--- src/rtl/ascon_aead128_axi_slave.sv ---
// ascon_aead128_axi_slave
// AXI4-Lite register front end for an Ascon-AEAD128 core.
// Holds the key, nonce, AD and DIN operand registers. Captures the DOUT and TAG
// results from the core. Exposes CONTROL (start/mode) and STATUS.
// Optional build macro: ASCON_AXI_SLVERR_EN. When it is defined, unmapped
// accesses and writes to read-only words answer SLVERR instead of OKAY.
module ascon_aead128_axi_slave (
  input  logic         aclk,
  input  logic         aresetn,
  input  logic [6:0]   awaddr,
  input  logic [2:0]   awprot,
  input  logic         awvalid,
  output logic         awready,
  input  logic [31:0]  wdata,
  input  logic [3:0]   wstrb,
  input  logic         wvalid,
  output logic         wready,
  output logic [1:0]   bresp,
  output logic         bvalid,
  input  logic         bready,
  input  logic [6:0]   araddr,
  input  logic [2:0]   arprot,
  input  logic         arvalid,
  output logic         arready,
  output logic [31:0]  rdata,
  output logic [1:0]   rresp,
  output logic         rvalid,
  input  logic         rready,
  output logic [127:0] key,
  output logic [127:0] nonce,
  output logic [127:0] ad,
  output logic [127:0] din,
  output logic         ad_valid,
  output logic         din_valid,
  output logic         start,
  output logic         mode,
  input  logic [127:0] dout,
  input  logic [127:0] tag,
  input  logic         dout_valid,
  input  logic         tag_valid,
  input  logic         core_ready
);

  localparam logic [4:0] IDX_AD3     = 5'd11;
  localparam logic [4:0] IDX_DIN3    = 5'd15;
  localparam logic [4:0] IDX_DOUT0   = 5'd16;
  localparam logic [4:0] IDX_DOUT3   = 5'd19;
  localparam logic [4:0] IDX_CONTROL = 5'd24;
  localparam logic [4:0] IDX_UNMAP0  = 5'd26;
  localparam logic [1:0] RESP_OKAY   = 2'b00;
  localparam logic [1:0] RESP_SLVERR = 2'b10;

  // Merge a new word into an old one, byte lane by byte lane, under a strobe.
  function automatic logic [31:0] byte_merge(input logic [31:0] old_w,
                                             input logic [31:0] new_w,
                                             input logic [3:0]  strb);
    logic [31:0] res;
    res = old_w;
    for (int i = 0; i < 4; i++) begin
      if (strb[i]) begin
        res[8*i +: 8] = new_w[8*i +: 8];
      end else begin
        res[8*i +: 8] = old_w[8*i +: 8];
      end
    end
    return res;
  endfunction

  // Select one 32-bit word of a 128-bit register (word 0 = bits 31:0).
  function automatic logic [31:0] word_of(input logic [127:0] vec,
                                          input logic [1:0]   sel);
    return vec[{sel, 5'd0} +: 32];
  endfunction

  // Registered state
  logic         aw_held_q, aw_held_d;
  logic [4:0]   aw_idx_q, aw_idx_d;
  logic         w_held_q, w_held_d;
  logic [31:0]  w_data_q, w_data_d;
  logic [3:0]   w_strb_q, w_strb_d;
  logic         awready_q, awready_d;
  logic         wready_q, wready_d;
  logic         bvalid_q, bvalid_d;
  logic [1:0]   bresp_q, bresp_d;
  logic         arready_q, arready_d;
  logic         rvalid_q, rvalid_d;
  logic [31:0]  rdata_q, rdata_d;
  logic [1:0]   rresp_q, rresp_d;
  logic [127:0] key_q, key_d;
  logic [127:0] nonce_q, nonce_d;
  logic [127:0] ad_q, ad_d;
  logic [127:0] din_q, din_d;
  logic [127:0] dout_q, dout_d;
  logic [127:0] tag_q, tag_d;
  logic         start_q, start_d;
  logic         mode_q, mode_d;
  logic         end_aead_q, end_aead_d;
  logic         dout_avail_q, dout_avail_d;
  logic         ad_valid_q, ad_valid_d;
  logic         din_valid_q, din_valid_d;

  // Combinational helpers
  logic         aw_hs_s, w_hs_s, b_hs_s, ar_hs_s, r_hs_s;
  logic         commit_s, wr_en_s, ctrl_wr_s, clr_end_s;
  logic [4:0]   ar_idx_s;
  logic [31:0]  rd_word_s;
  logic [31:0]  status_s;
  logic [1:0]   wr_resp_s, rd_resp_s;
  logic         unused_ok_s;

  // Protection bits and byte offsets carry no meaning for this register file.
  assign unused_ok_s = ^{awprot, arprot, awaddr[1:0], araddr[1:0]};

  assign ar_idx_s = araddr[6:2];
  assign status_s = {29'd0, dout_avail_q, end_aead_q, core_ready};

  // Response codes: only the error-reporting build flags bad accesses.
  always_comb begin
`ifdef ASCON_AXI_SLVERR_EN
    if ((aw_idx_q >= IDX_DOUT0) && (aw_idx_q != IDX_CONTROL)) begin
      wr_resp_s = RESP_SLVERR;
    end else begin
      wr_resp_s = RESP_OKAY;
    end
    if (ar_idx_s >= IDX_UNMAP0) begin
      rd_resp_s = RESP_SLVERR;
    end else begin
      rd_resp_s = RESP_OKAY;
    end
`else
    wr_resp_s = RESP_OKAY;
    rd_resp_s = RESP_OKAY;
`endif
  end

  // Read mux built from the current (pre-write) register contents.
  always_comb begin
    rd_word_s = 32'd0;
    case (ar_idx_s[4:2])
      3'd0: rd_word_s = word_of(key_q, ar_idx_s[1:0]);
      3'd1: rd_word_s = word_of(nonce_q, ar_idx_s[1:0]);
      3'd2: rd_word_s = word_of(ad_q, ar_idx_s[1:0]);
      3'd3: rd_word_s = word_of(din_q, ar_idx_s[1:0]);
      3'd4: rd_word_s = word_of(dout_q, ar_idx_s[1:0]);
      3'd5: rd_word_s = word_of(tag_q, ar_idx_s[1:0]);
      3'd6: begin
        case (ar_idx_s[1:0])
          2'd0:    rd_word_s = {30'd0, mode_q, start_q};
          2'd1:    rd_word_s = status_s;
          default: rd_word_s = 32'd0;
        endcase
      end
      default: rd_word_s = 32'd0;
    endcase
  end

  // AXI channel handshakes, write commit and next-state for every flop.
  always_comb begin
    aw_hs_s  = awvalid && awready_q;
    w_hs_s   = wvalid && wready_q;
    b_hs_s   = bvalid_q && bready;
    ar_hs_s  = arvalid && arready_q;
    r_hs_s   = rvalid_q && rready;
    commit_s = aw_held_q && w_held_q;
    wr_en_s  = commit_s && (w_strb_q != 4'd0);

    // Address / data holding registers
    if (commit_s) begin
      aw_held_d = 1'b0;
      w_held_d  = 1'b0;
    end else begin
      aw_held_d = aw_held_q || aw_hs_s;
      w_held_d  = w_held_q || w_hs_s;
    end
    aw_idx_d = aw_hs_s ? awaddr[6:2] : aw_idx_q;
    w_data_d = w_hs_s ? wdata : w_data_q;
    w_strb_d = w_hs_s ? wstrb : w_strb_q;

    // Write response
    if (commit_s) begin
      bvalid_d = 1'b1;
      bresp_d  = wr_resp_s;
    end else if (b_hs_s) begin
      bvalid_d = 1'b0;
      bresp_d  = RESP_OKAY;
    end else begin
      bvalid_d = bvalid_q;
      bresp_d  = bresp_q;
    end
    awready_d = !aw_held_d && !bvalid_d;
    wready_d  = !w_held_d && !bvalid_d;

    // Read response
    if (ar_hs_s) begin
      rvalid_d = 1'b1;
      rdata_d  = rd_word_s;
      rresp_d  = rd_resp_s;
    end else if (r_hs_s) begin
      rvalid_d = 1'b0;
      rdata_d  = rdata_q;
      rresp_d  = rresp_q;
    end else begin
      rvalid_d = rvalid_q;
      rdata_d  = rdata_q;
      rresp_d  = rresp_q;
    end
    arready_d = !rvalid_d;

    // Writable operand registers
    key_d   = key_q;
    nonce_d = nonce_q;
    ad_d    = ad_q;
    din_d   = din_q;
    if (wr_en_s) begin
      case (aw_idx_q[4:2])
        3'd0: key_d[{aw_idx_q[1:0], 5'd0} +: 32] =
                byte_merge(word_of(key_q, aw_idx_q[1:0]), w_data_q, w_strb_q);
        3'd1: nonce_d[{aw_idx_q[1:0], 5'd0} +: 32] =
                byte_merge(word_of(nonce_q, aw_idx_q[1:0]), w_data_q, w_strb_q);
        3'd2: ad_d[{aw_idx_q[1:0], 5'd0} +: 32] =
                byte_merge(word_of(ad_q, aw_idx_q[1:0]), w_data_q, w_strb_q);
        3'd3: din_d[{aw_idx_q[1:0], 5'd0} +: 32] =
                byte_merge(word_of(din_q, aw_idx_q[1:0]), w_data_q, w_strb_q);
        default: key_d = key_q;
      endcase
    end else begin
      key_d = key_q;
    end

    // CONTROL lives in byte lane 0 only
    ctrl_wr_s = wr_en_s && (aw_idx_q == IDX_CONTROL) && w_strb_q[0];
    clr_end_s = ctrl_wr_s && w_data_q[0];
    if (ctrl_wr_s) begin
      start_d = w_data_q[0];
      mode_d  = w_data_q[1];
    end else begin
      start_d = start_q;
      mode_d  = mode_q;
    end

    // Block strobes follow the commit of the last word of a block
    ad_valid_d  = wr_en_s && (aw_idx_q == IDX_AD3);
    din_valid_d = wr_en_s && (aw_idx_q == IDX_DIN3);

    // Core results and sticky status; a set always wins over a clear
    dout_d = dout_valid ? dout : dout_q;
    tag_d  = tag_valid ? tag : tag_q;
    if (tag_valid) begin
      end_aead_d = 1'b1;
    end else if (clr_end_s) begin
      end_aead_d = 1'b0;
    end else begin
      end_aead_d = end_aead_q;
    end
    if (dout_valid) begin
      dout_avail_d = 1'b1;
    end else if (ar_hs_s && (ar_idx_s == IDX_DOUT3)) begin
      dout_avail_d = 1'b0;
    end else begin
      dout_avail_d = dout_avail_q;
    end
  end

  // State registers; reset drops any in-flight transaction silently.
  always_ff @(posedge aclk or negedge aresetn) begin
    if (!aresetn) begin
      aw_held_q    <= 1'b0;
      aw_idx_q     <= 5'd0;
      w_held_q     <= 1'b0;
      w_data_q     <= 32'd0;
      w_strb_q     <= 4'd0;
      awready_q    <= 1'b0;
      wready_q     <= 1'b0;
      bvalid_q     <= 1'b0;
      bresp_q      <= 2'b00;
      arready_q    <= 1'b0;
      rvalid_q     <= 1'b0;
      rdata_q      <= 32'd0;
      rresp_q      <= 2'b00;
      key_q        <= 128'd0;
      nonce_q      <= 128'd0;
      ad_q         <= 128'd0;
      din_q        <= 128'd0;
      dout_q       <= 128'd0;
      tag_q        <= 128'd0;
      start_q      <= 1'b0;
      mode_q       <= 1'b0;
      end_aead_q   <= 1'b0;
      dout_avail_q <= 1'b0;
      ad_valid_q   <= 1'b0;
      din_valid_q  <= 1'b0;
    end else begin
      aw_held_q    <= aw_held_d;
      aw_idx_q     <= aw_idx_d;
      w_held_q     <= w_held_d;
      w_data_q     <= w_data_d;
      w_strb_q     <= w_strb_d;
      awready_q    <= awready_d;
      wready_q     <= wready_d;
      bvalid_q     <= bvalid_d;
      bresp_q      <= bresp_d;
      arready_q    <= arready_d;
      rvalid_q     <= rvalid_d;
      rdata_q      <= rdata_d;
      rresp_q      <= rresp_d;
      key_q        <= key_d;
      nonce_q      <= nonce_d;
      ad_q         <= ad_d;
      din_q        <= din_d;
      dout_q       <= dout_d;
      tag_q        <= tag_d;
      start_q      <= start_d;
      mode_q       <= mode_d;
      end_aead_q   <= end_aead_d;
      dout_avail_q <= dout_avail_d;
      ad_valid_q   <= ad_valid_d;
      din_valid_q  <= din_valid_d;
    end
  end

  assign awready   = awready_q;
  assign wready    = wready_q;
  assign bvalid    = bvalid_q;
  assign bresp     = bresp_q;
  assign arready   = arready_q;
  assign rvalid    = rvalid_q;
  assign rdata     = rdata_q;
  assign rresp     = rresp_q;
  assign key       = key_q;
  assign nonce     = nonce_q;
  assign ad        = ad_q;
  assign din       = din_q;
  assign ad_valid  = ad_valid_q;
  assign din_valid = din_valid_q;
  assign start     = start_q;
  assign mode      = mode_q;

endmodule

--- config.mk ---
export PLATFORM = sky130hd
export DESIGN_NAME = ascon_aead128_axi_slave
export DESIGN_NICKNAME = d
export VERILOG_FILES = /design/src/rtl/ascon_aead128_axi_slave.sv
export SDC_FILE = /design/constraint.sdc
export NUM_CORES = 2
export LEC_CHECK = 0
export ABC_CLOCK_PERIOD_IN_PS = 3650
export CORE_MARGIN = 2
export CORE_UTILIZATION = 25
export CTS_CLUSTER_SIZE = 25
export DETAILED_ROUTE_END_ITERATION = 10
export GPL_TIMING_DRIVEN = 0
export MAX_ROUTING_LAYER = met4
export RECOVER_POWER = 25
export SLEW_MARGIN = 20
export SYNTH_ARGS = -nofsm -noshare
export SYNTH_HDL_FRONTEND = slang
export SYNTH_SLANG_ARGS = --single-unit
--- constraint.sdc ---
create_clock -name aclk -period 3.65 [get_ports aclk]
set_clock_uncertainty 0.05 [all_clocks]
set_input_delay 0.73 -clock aclk [delete_from_list [all_inputs] [get_ports aclk]]
set_output_delay 0.73 -clock aclk [all_outputs]
set_load 0.1 [all_outputs]
==> results.md <==
- Die W: 413 um
- Setup WS post-layout: -0.235 ns
- Post-Route Hold Slack: 0.438 ns
- Relative slew margins: -40.4%
- Fraction of layout cells with a size suffix above 1: 22.8%
- Slew at the pin with the worst max-slew slack: 2.11 ns
- Initial Utilization: 25.1%
- Clock tree from TritonCTS: built
- Cell Chain, Critical Path: buf_2 > buf_4 > buf_4 > buf_4 > buf_2 > a21oi_1 > o31ai_1 > a32o_1
- Share of the synthesized area in the top cell type: 51.1%
- Number of remaining DRC errors: 11
- Count of maximum capacitance violations: 2
- Latest clock arrival within the worst-skew pair: 0.78 ns
- Std-Cell Rows: 150
- Routed Antenna Nets: 0
- Most frequent cell on the critical path: sky130_fd_sc_hd__buf_4
- Sequential power share: 32.6%
- Area Growth Syn to Fin: 36.5%
- DP Wirelength: 250000 um
- #FFs+latches synth: 854
- Clock root buffer: sky130_fd_sc_hd__clkbuf_16
- Via count: 41.4k
- XOR/XNOR Fraction of Synth Area: 0%
- Cell type of the slowest stage on the worst timing path: sky130_fd_sc_hd__o31ai_1
- Clock group share of total power: 27.7%
- Netlist area before placement: 41800 um2
- Global-route wire length before repair: 412000 um
- Total CTS buffers: 101
- Max Transition Viols Final: 154
- Initial antenna violation count: 49
- Post-synthesis cell type count: 71
- Time the final worst path needs with I/O delays and setup: 3.88 ns
- Final Cycle Share: 106%
- Post-layout instance count excluding filler cells: 6815
- Internal power consumption: 0.0216 W
- Combinational family with the most area after synthesis: multiplexers
- Most area-consuming cells after synthesis: sky130_fd_sc_hd__dfrtp_1 51%, sky130_fd_sc_hd__mux2_2 10%, sky130_fd_sc_hd__mux4_2 7.4%
- Clock slew at the register clock pins of the worst setup and hold paths: 0.06 ns
- Clock sink count: 854
- Number of hold violations in the final report: 0
- Placer Congestion: 1.05
- Commonest cells after routing, fill and taps aside: 854 x sky130_fd_sc_hd__dfrtp_1, 770 x sky130_fd_sc_hd__clkdlybuf4s50_1, 389 x sky130_fd_sc_hd__mux2_2
- Post-synthesis mux area share: 22.9%
- Routed WL per cell: 47.6 um
- Routed via count divided by cell count: 6.07
- Seq/Total Area, Yosys: 51.1%
- F_max: 0.257 GHz
- Setup Viol. Count Final: 22
- Via count of the first global-routing pass: 39.4k
- Status: finished with violations
- Iteration-0 DRC count of the detailed router: 5950
- Proportion of synthesized flip-flops having asynchronous set or reset: 100%
- Number of iterations in the first detailed-routing pass: 11
- Die ar.: 171000 um2
- Failing checks: DRC, capacitance limit, slew limit, setup timing
- Proportion of total power due to net switching: 47.0%
- Cell total after placement: 6582
- Leakage power: 23.2 nW
- Net Sw Power: 0.0192 W
- Avg Synthesized Cell Area: 12.0 um2
- Utilization of the core after routing: 34.2%
- Fin nets: 4814
- Placeable core region: 167000 um2
- Worst slack at placement: -1.82 ns
- Die Ht: 413 um
- Number of warnings issued by yosys: 0
- Most frequently used flop master after synthesis: sky130_fd_sc_hd__dfrtp_1
- Area after DPL: 53400 um2
- Worst supply voltage drop on vdd: 0.370 mV
- Total detailed-routing wirelength: 324000 um
- Hold crit path type: reg2reg
- Largest net degree at the start of global routing: 143
- Pwr/cell area: 715 nW/um2
- Flop2flop setup slack: -0.04 ns
- # H-tree levels: 3
- Critical Path Start Type: input port
- Worst-path fanout max: 10
- Global route total overflow: 0
- Leading area contributor after synthesis: sky130_fd_sc_hd__dfrtp_1
- Arrival time reported for the critical path endpoint: 4.53 ns
- Total routing usage reported by global routing: 38.2%
- Required time of the worst setup path: 4.29 ns
- Most common cell after layout, fill and taps aside: sky130_fd_sc_hd__dfrtp_1
- Maximum root-to-sink buffer count: 3
- Number of cells produced by synthesis: 3495
- Combinational cell fraction of total power: 39.7%
- Post-synth EDFFs: 0
- Simple-gate share of the synthesized area: 5.57%
- Boundary pin count: 879
- Fraction of the mapped netlist area in compound gates: 16.7%
- Post-Synth Adder-Cell Area: 0.150%
- Kind of end point of the critical path: flip-flop
- Number of buffers inserted by port buffering: 861
- Unrepaired setup endpoints after global routing: false
- Worst Setup Path Type: in2reg
- Delay of the slowest critical-path stage: 1.06 ns
- Area of all placed cells without fillers: 57100 um2
==> state kept, by name (all words and copies together), names as in the netlist, 4 cells and up <==
signal and flops:
ad 128, din 128, dout_q 128, key 128
nonce 128, tag_q 128, rdata 32, w_data_q 32
aw_idx_q 5, w_strb_q 4
==> per-layer routing <==
metal  wire length [um]  up-vias  share of wire, %  global-route usage (%)
li1                   -    15300                 -                       -
met1             114000    21400                35                    41.7
met2             135000     3603                42                    52.9
met3              44400     1071                14                    18.7
met4              31500        0               9.7                    29.3
met5                  0        -                 0                       -
==> synthesized netlist by cell type (7+ instances only) <==
cell type and instances:
sky130_fd_sc_hd__dfrtp_1 854, sky130_fd_sc_hd__mux4_2 138, sky130_fd_sc_hd__nand3_1 17, sky130_fd_sc_hd__clkbuf_1 142, sky130_fd_sc_hd__nor2b_1 12, sky130_fd_sc_hd__o221ai_1 23, sky130_fd_sc_hd__nand2b_1 13, sky130_fd_sc_hd__a21oi_1 66
sky130_fd_sc_hd__o21ai_0 331, sky130_fd_sc_hd__buf_1 27, sky130_fd_sc_hd__and3b_1 8, sky130_fd_sc_hd__nand2_1 389, sky130_fd_sc_hd__buf_4 26, sky130_fd_sc_hd__inv_1 12, sky130_fd_sc_hd__a221o_1 14, sky130_fd_sc_hd__a22oi_1 113
sky130_fd_sc_hd__mux2i_1 207, sky130_fd_sc_hd__a211oi_1 7, sky130_fd_sc_hd__nand3b_1 7, sky130_fd_sc_hd__o22ai_1 30, sky130_fd_sc_hd__o21ai_1 97, sky130_fd_sc_hd__o31ai_1 11, sky130_fd_sc_hd__mux2_2 389, sky130_fd_sc_hd__a221oi_1 61
sky130_fd_sc_hd__buf_2 116, sky130_fd_sc_hd__a31oi_1 12, sky130_fd_sc_hd__nor2_1 46, sky130_fd_sc_hd__o211ai_1 18, sky130_fd_sc_hd__o2bb2ai_1 204
==> worst max-delay path, delay by kind of cell <==
kind / cells / cell delay [ns]
AO/OA/AOI/OAI: 3 / 1.56
buffers and inverters: 5 / 2.22
==> power by group through the flow <==
stage          Sequential [W]  Clock, W  Combinational (W)
3_3_place_gp           0.0133         0             0.0158
4_1_cts                0.0131    0.0113             0.0159
3_5_place_dp           0.0133         0             0.0158
5_1_grt                0.0132    0.0116             0.0164
2_1_floorplan          0.0168         0            0.00510
6_report               0.0133    0.0113             0.0162
==> final timing paths <==
check,start,cells after the start,endpoint
min in group asynchronous,aresetn,2,tag_q[99]
max in group asynchronous,aresetn,3,dout_q[112]
min reg2reg,end_aead_q,1,end_aead_q
min,end_aead_q,1,end_aead_q
max,araddr[4],8,rdata[23]
max reg2reg,aw_idx_q[1],10,nonce[25]
==> layout make-up <==
cell class	count	area [um2]
fill	16900	110000
antenna	46	115
multi-input combinational	2316	19100
buffer	310	1520
sequential	854	21400
clock inverter	37	596
inverter	15	57.6
clock buffer	144	2970
timing repair buffer	889	8600
tap	2204	2760
==> repair_timing <==
| action | in CTS | in global routing |
|---|---|---|
| cloned | 0 | 0 |
| pin swaps | 2 | 1 |
| hold buffers | 1 | 0 |
| setup endpoints to repair | 523 | 168 |
| endpoints found under the hold margin | 86 | 0 |
| setup buffers | 6 | 1 |
| resized for setup | 37 | 10 |
==> logic make-up (layout without fill, tap and decap cells) <==
group / count (synthesis) / in the layout
mux: 734 / 734
simple gates: 532 / 532
buf+inv: 328 / 1395
other cells: 1 / 50
flops: 854 / 854
compound gates: 1041 / 1041
fa+ha+maj: 5 / 5
==> metrics by stage <==
stage / setup TNS (ns) / total power, W
finish: -1.64 / 0.0408
global route: 0 / 0.0413
CTS: 0 / 0.0403
detailed placement: -615.93 / 0.0291
global placement: - / 0.0291
floorplan: 0 / 0.0219
Note: power is estimated with default switching activity, not from simulation.
